**src/rtl/fetch_queue.sv**
```systemverilog
// fetch_queue: a FIFO that sits between the fetch (PC) stage and decode.
// It holds up to DEPTH {pc, instr} pairs, and the head entry is visible on
// out_* in the same cycle it reaches the head (first-word-fall-through).
// When the queue is full it raises fetch_pause to hold the PC stage.
// A flush (branch or jump redirect) drops every buffered entry.
// When the queue is empty, decode sees a NOP and the PC 32'hFFFFFFFC.
module fetch_queue #(
  parameter int          DEPTH    = 4,
  parameter logic [31:0] NOP_INSN = 32'h00000013
) (
  input  logic                       clk,
  input  logic                       rst,
  input  logic                       in_valid,
  input  logic [31:0]                in_pc,
  input  logic [31:0]                in_instr,
  output logic                       fetch_pause,
  input  logic                       flush,
  input  logic                       id_ready,
  output logic                       out_valid,
  output logic [31:0]                out_pc,
  output logic [31:0]                out_instr,
  output logic [$clog2(DEPTH):0]     count
);

  localparam int AW = $clog2(DEPTH);
  localparam int CW = AW + 1;

  logic [63:0]   mem [DEPTH];
  logic [AW-1:0] wr_ptr;
  logic [AW-1:0] rd_ptr;
  logic [CW-1:0] count_q;
  logic          full;
  logic          empty;
  logic          push;
  logic          pop;

  // fetch_pause depends only on registered occupancy, so it has no combinational path from id_ready.
  assign full        = (count_q == CW'(DEPTH));
  assign empty       = (count_q == '0);
  assign fetch_pause = full;
  assign count       = count_q;

  // A flush blocks both push and pop. A push offered while full is refused, even if a pop happens in that cycle.
  assign push = in_valid & ~full & ~flush;
  assign pop  = ~empty & id_ready & ~flush;

  // Write storage. It is not reset, because count_q decides which entries are meaningful.
  always_ff @(posedge clk) begin
    if (push) begin
      mem[wr_ptr] <= {in_pc, in_instr};
    end
  end

  // Update the pointers and occupancy. A flush clears everything back to the empty state.
  always_ff @(posedge clk or negedge rst) begin
    if (!rst) begin
      wr_ptr  <= '0;
      rd_ptr  <= '0;
      count_q <= '0;
    end else if (flush) begin
      wr_ptr  <= '0;
      rd_ptr  <= '0;
      count_q <= '0;
    end else begin
      if (push) begin
        wr_ptr <= wr_ptr + AW'(1);
      end
      if (pop) begin
        rd_ptr <= rd_ptr + AW'(1);
      end
      if (push && !pop) begin
        count_q <= count_q + CW'(1);
      end else if (pop && !push) begin
        count_q <= count_q - CW'(1);
      end
    end
  end

  // Present the head entry, or a NOP with the sentinel PC when the queue is empty.
  always_comb begin
    out_valid = 1'b0;
    out_pc    = 32'hFFFFFFFC;
    out_instr = NOP_INSN;
    if (!empty) begin
      out_valid = 1'b1;
      out_pc    = mem[rd_ptr][63:32];
      out_instr = mem[rd_ptr][31:0];
    end
  end

endmodule

```
**config.mk**
```make
export PLATFORM = sky130hd
export DESIGN_NAME = fetch_queue
export DESIGN_NICKNAME = d
export VERILOG_FILES = /design/src/rtl/fetch_queue.sv
export SDC_FILE = /design/constraint.sdc
export NUM_CORES = 1
export LEC_CHECK = 0
export ABC_AREA = 1
export CAP_MARGIN = 20
export CELL_PAD_IN_SITES_DETAIL_PLACEMENT = 0
export CELL_PAD_IN_SITES_GLOBAL_PLACEMENT = 1
export CORE_MARGIN = 2
export CORE_UTILIZATION = 46
export CTS_BUF_LIST = sky130_fd_sc_hd__clkbuf_8
export DETAILED_ROUTE_END_ITERATION = 10
export PLACE_DENSITY_LB_ADDON = 0.1
export SYNTH_ARGS = -nofsm -noshare
export SYNTH_HDL_FRONTEND = slang
export SYNTH_SLANG_ARGS = --single-unit
```
**constraint.sdc**
```tcl
create_clock -name clk -period 5.5 [get_ports clk]
set_input_delay 1.1 -clock clk [delete_from_list [all_inputs] [get_ports clk]]
set_output_delay 1.1 -clock clk [all_outputs]
set_load 0.005 [all_outputs]
```
==> impl_metrics.csv <==
group,metric,value,unit
critical_path,path_class,"reg -> out",
clock_network,numCtsBuffers,43,
clock_network,postCtsSetupRepairBufs,0,
layout,area_growth,22.4,%
synth,synth_commonest_cells,"nor2_1, edfxtp_1, o21ai_0, a21oi_1, o311ai_1",
place,pre_cts_ws,1.58,ns
floorplanning,placementRows,54,
synth,synth_cell_types,24,
global_routing,grt_pass1_vias,6748,
critical_path,start_kind,"flop",
worst_hold_path,hold_depth,2,
sta,final-hold-violation-count,0,
floorplanning,core,0.0220,mm²
drt,dr.first_iter.drc_count,336,
sta,timing.fmax,224,MHz
global_routing,antenna_found_initial,2,
layout,fin_nets,1010,
power,power.total,5740,µW
global_routing,track_usage,19.6,%
drt,ant_nets,0,
sta,slew_headroom,37.3,%
place,portBuffers,137,
power,powerDensity,452,mW/mm²
critical_path,cp.arrival,3.36,ns
synth,synth_area,0.0104,mm²
global_routing,grt_max_degree,86,
synth,async_flop_share,2.66,%
status,status,"finished, final reports clean",
sta,period_needed,4.46,ns
global_routing,grt_pass1_wl,36000,µm
drt,wl,23100,µm
layout,drive_gt1_share,7.97,%
critical_path,cp.required,4.40,ns
synth,syn_inst,788,
layout,multiInputGateArea,0.00218,mm²
sta,fin_tns_setup,0,ns
synth,synth_edf_count,256,
sta,setup_viol_count_final,0,
clock_network,clock_sinks,263,
synth,syn_avg_cell_area,13.2,µm²
worst_hold_path,worstHoldPathType,"reg -> reg",
synth,synth_nets,862,
sta,rsz0062_at_grt,"false",
sta,fin_crit_sh,81.0,%
layout,stdcell_area,0.0127,mm²
floorplanning,die_y,154,µm
floorplanning,initial_utilization,47.3,%
clock_network,holdBufCountCts,0,
power,vdd_drop_max,293,µV
drt,drcViolationCount,0,
clock_network,ctsLongestPathBuffers,3,
critical_path,reg2regPathDepth,7,
clock_network,cts-resized-gates,0,
synth,ys_warn_count,0,
synth,post-synth-top-area-cell,"edfxtp_1",
synth,synth_most_common_cell,"nor2_1",
clock_network,cts-root-buf,"clkbuf_8",
sta,whs,0.645,ns
sta,final_max_slew_viol_count,0,
place,place_area,0.0120,mm²
run,drv_cap,0,
global_routing,grt_overflow,0,
clock_network,clk_pin_slew,0.06,ns
sta,clock-skew-final,0.0220,ns
clock_network,cts_tree,"built",
drt,dr.pass1.iters,5,
layout,regArea,0.00787,mm²
floorplanning,io_pins,138,
synth,yosysTopAreaCellShare,74.1,%
critical_path,endpoint_kind,"output pin",
layout,fillers,1781,
synth,ys_seq_elements,263,
drt,viasPerCell,5.25,
critical_path,crit_path_max_fanout,72,
floorplanning,dieArea,0.0238,mm²
power,power.leakage,0.00435,µW
drt,wl_per_cell,18.5,µm
drt,num_vias,6548,
clock_network,clk_latency,0.53,ns
synth,ys.flop_type,"edfxtp_1",
synth,yosysSeqAreaShare,75.7,%
place,dpl.hpwl,12800,µm
sta,setup_slack,1.04,ns
synth,synthTopCellsByArea,"edfxtp_1, nor2_1, o21ai_0, o311ai_1, a21oi_1",
floorplanning,dieWidth,154,µm
place,gp_congestion,0.738,
clock_network,h-tree-depth,2,
sta,worstMarginPinSlew,0.938,ns
==> registers in the layout, summed over array words and instances (netlist names) <==
register and flops:
count 3, mem 256, rd_ptr 2, wr_ptr 2
==> stage by stage <==
stage	instances	util [%]
finish	1247	57.8
global route	1247	57.8
CTS	1246	57.8
detailed placement	1171	54.5
global placement	1171	54.5
floorplan	788	-
==> power breakdown <==
part / total (µW) / switching [µW] / internal (µW)
sequential: 2420 / 79.0 / 2340
combinational: 1860 / 1000 / 860
clock: 1460 / 705 / 752
total: 5740 / 1790 / 3950
==> per-layer routing <==
layer / share of wire (%) / vias up / global-route usage [%]
met4: 2.6 / 2 / 6.76
met1: 42 / 3198 / 24.0
li1: - / 3129 / -
met2: 50 / 168 / 34.6
met5: 0.056 / - / 0
met3: 5.0 / 51 / 4.12
==> worst max-delay path, stage by stage (launching register included) <==
cell and delay, ns:
dfrtp_4 0.68, inv_4 0.60, buf_4 0.47, nor2_1 0.08, o311ai_1 0.40, clkdlybuf4s50_1 0.59
==> layout make-up <==
type                    instances  share of cell area [%]
flip-flops and latches        263                    61.9
multi-input cells             458                    17.2
repair buffers                151                    11.7
clock buffers                  45                    4.88
well taps                     280                    2.76
clock inverters                30                   0.946
inverters                      19                   0.581
diodes                          1                  0.0197
==> cell families after synthesis <==
logic type      after synthesis  share of synthesized area [%]
compound gates              167                           9.28
fa+ha+maj                     5                          0.675
buf+inv                      67                           3.56
xor+xnor                      1                         0.0844
simple gates                285                           10.7
flops                       263                           75.7
==> placed cells by master, fill, tap and decap left out, types with 13 or more instances in the layout <==
cell,count
clkinv_1,14
a21oi_1,35
buf_4,13
clkdlybuf4s50_1,137
o21ai_0,90
o311ai_1,31
clkbuf_8,45
nor2_1,257
inv_1,28
nand2_1,16
edfxtp_1,256
==> final timing paths <==
path / from / to / slack, ns
max: rd_ptr[0] / out_pc[16] / 1.04
min: count[0] / count[0] / 0.64
max reg2reg: count[1] / mem[0][4] / 2.86
min reg2reg: count[0] / count[0] / 0.64
max in group asynchronous: rst / rd_ptr[0] / 4.36
min in group asynchronous: rst / wr_ptr[1] / 0.85
(Power assumes the default switching activity.)
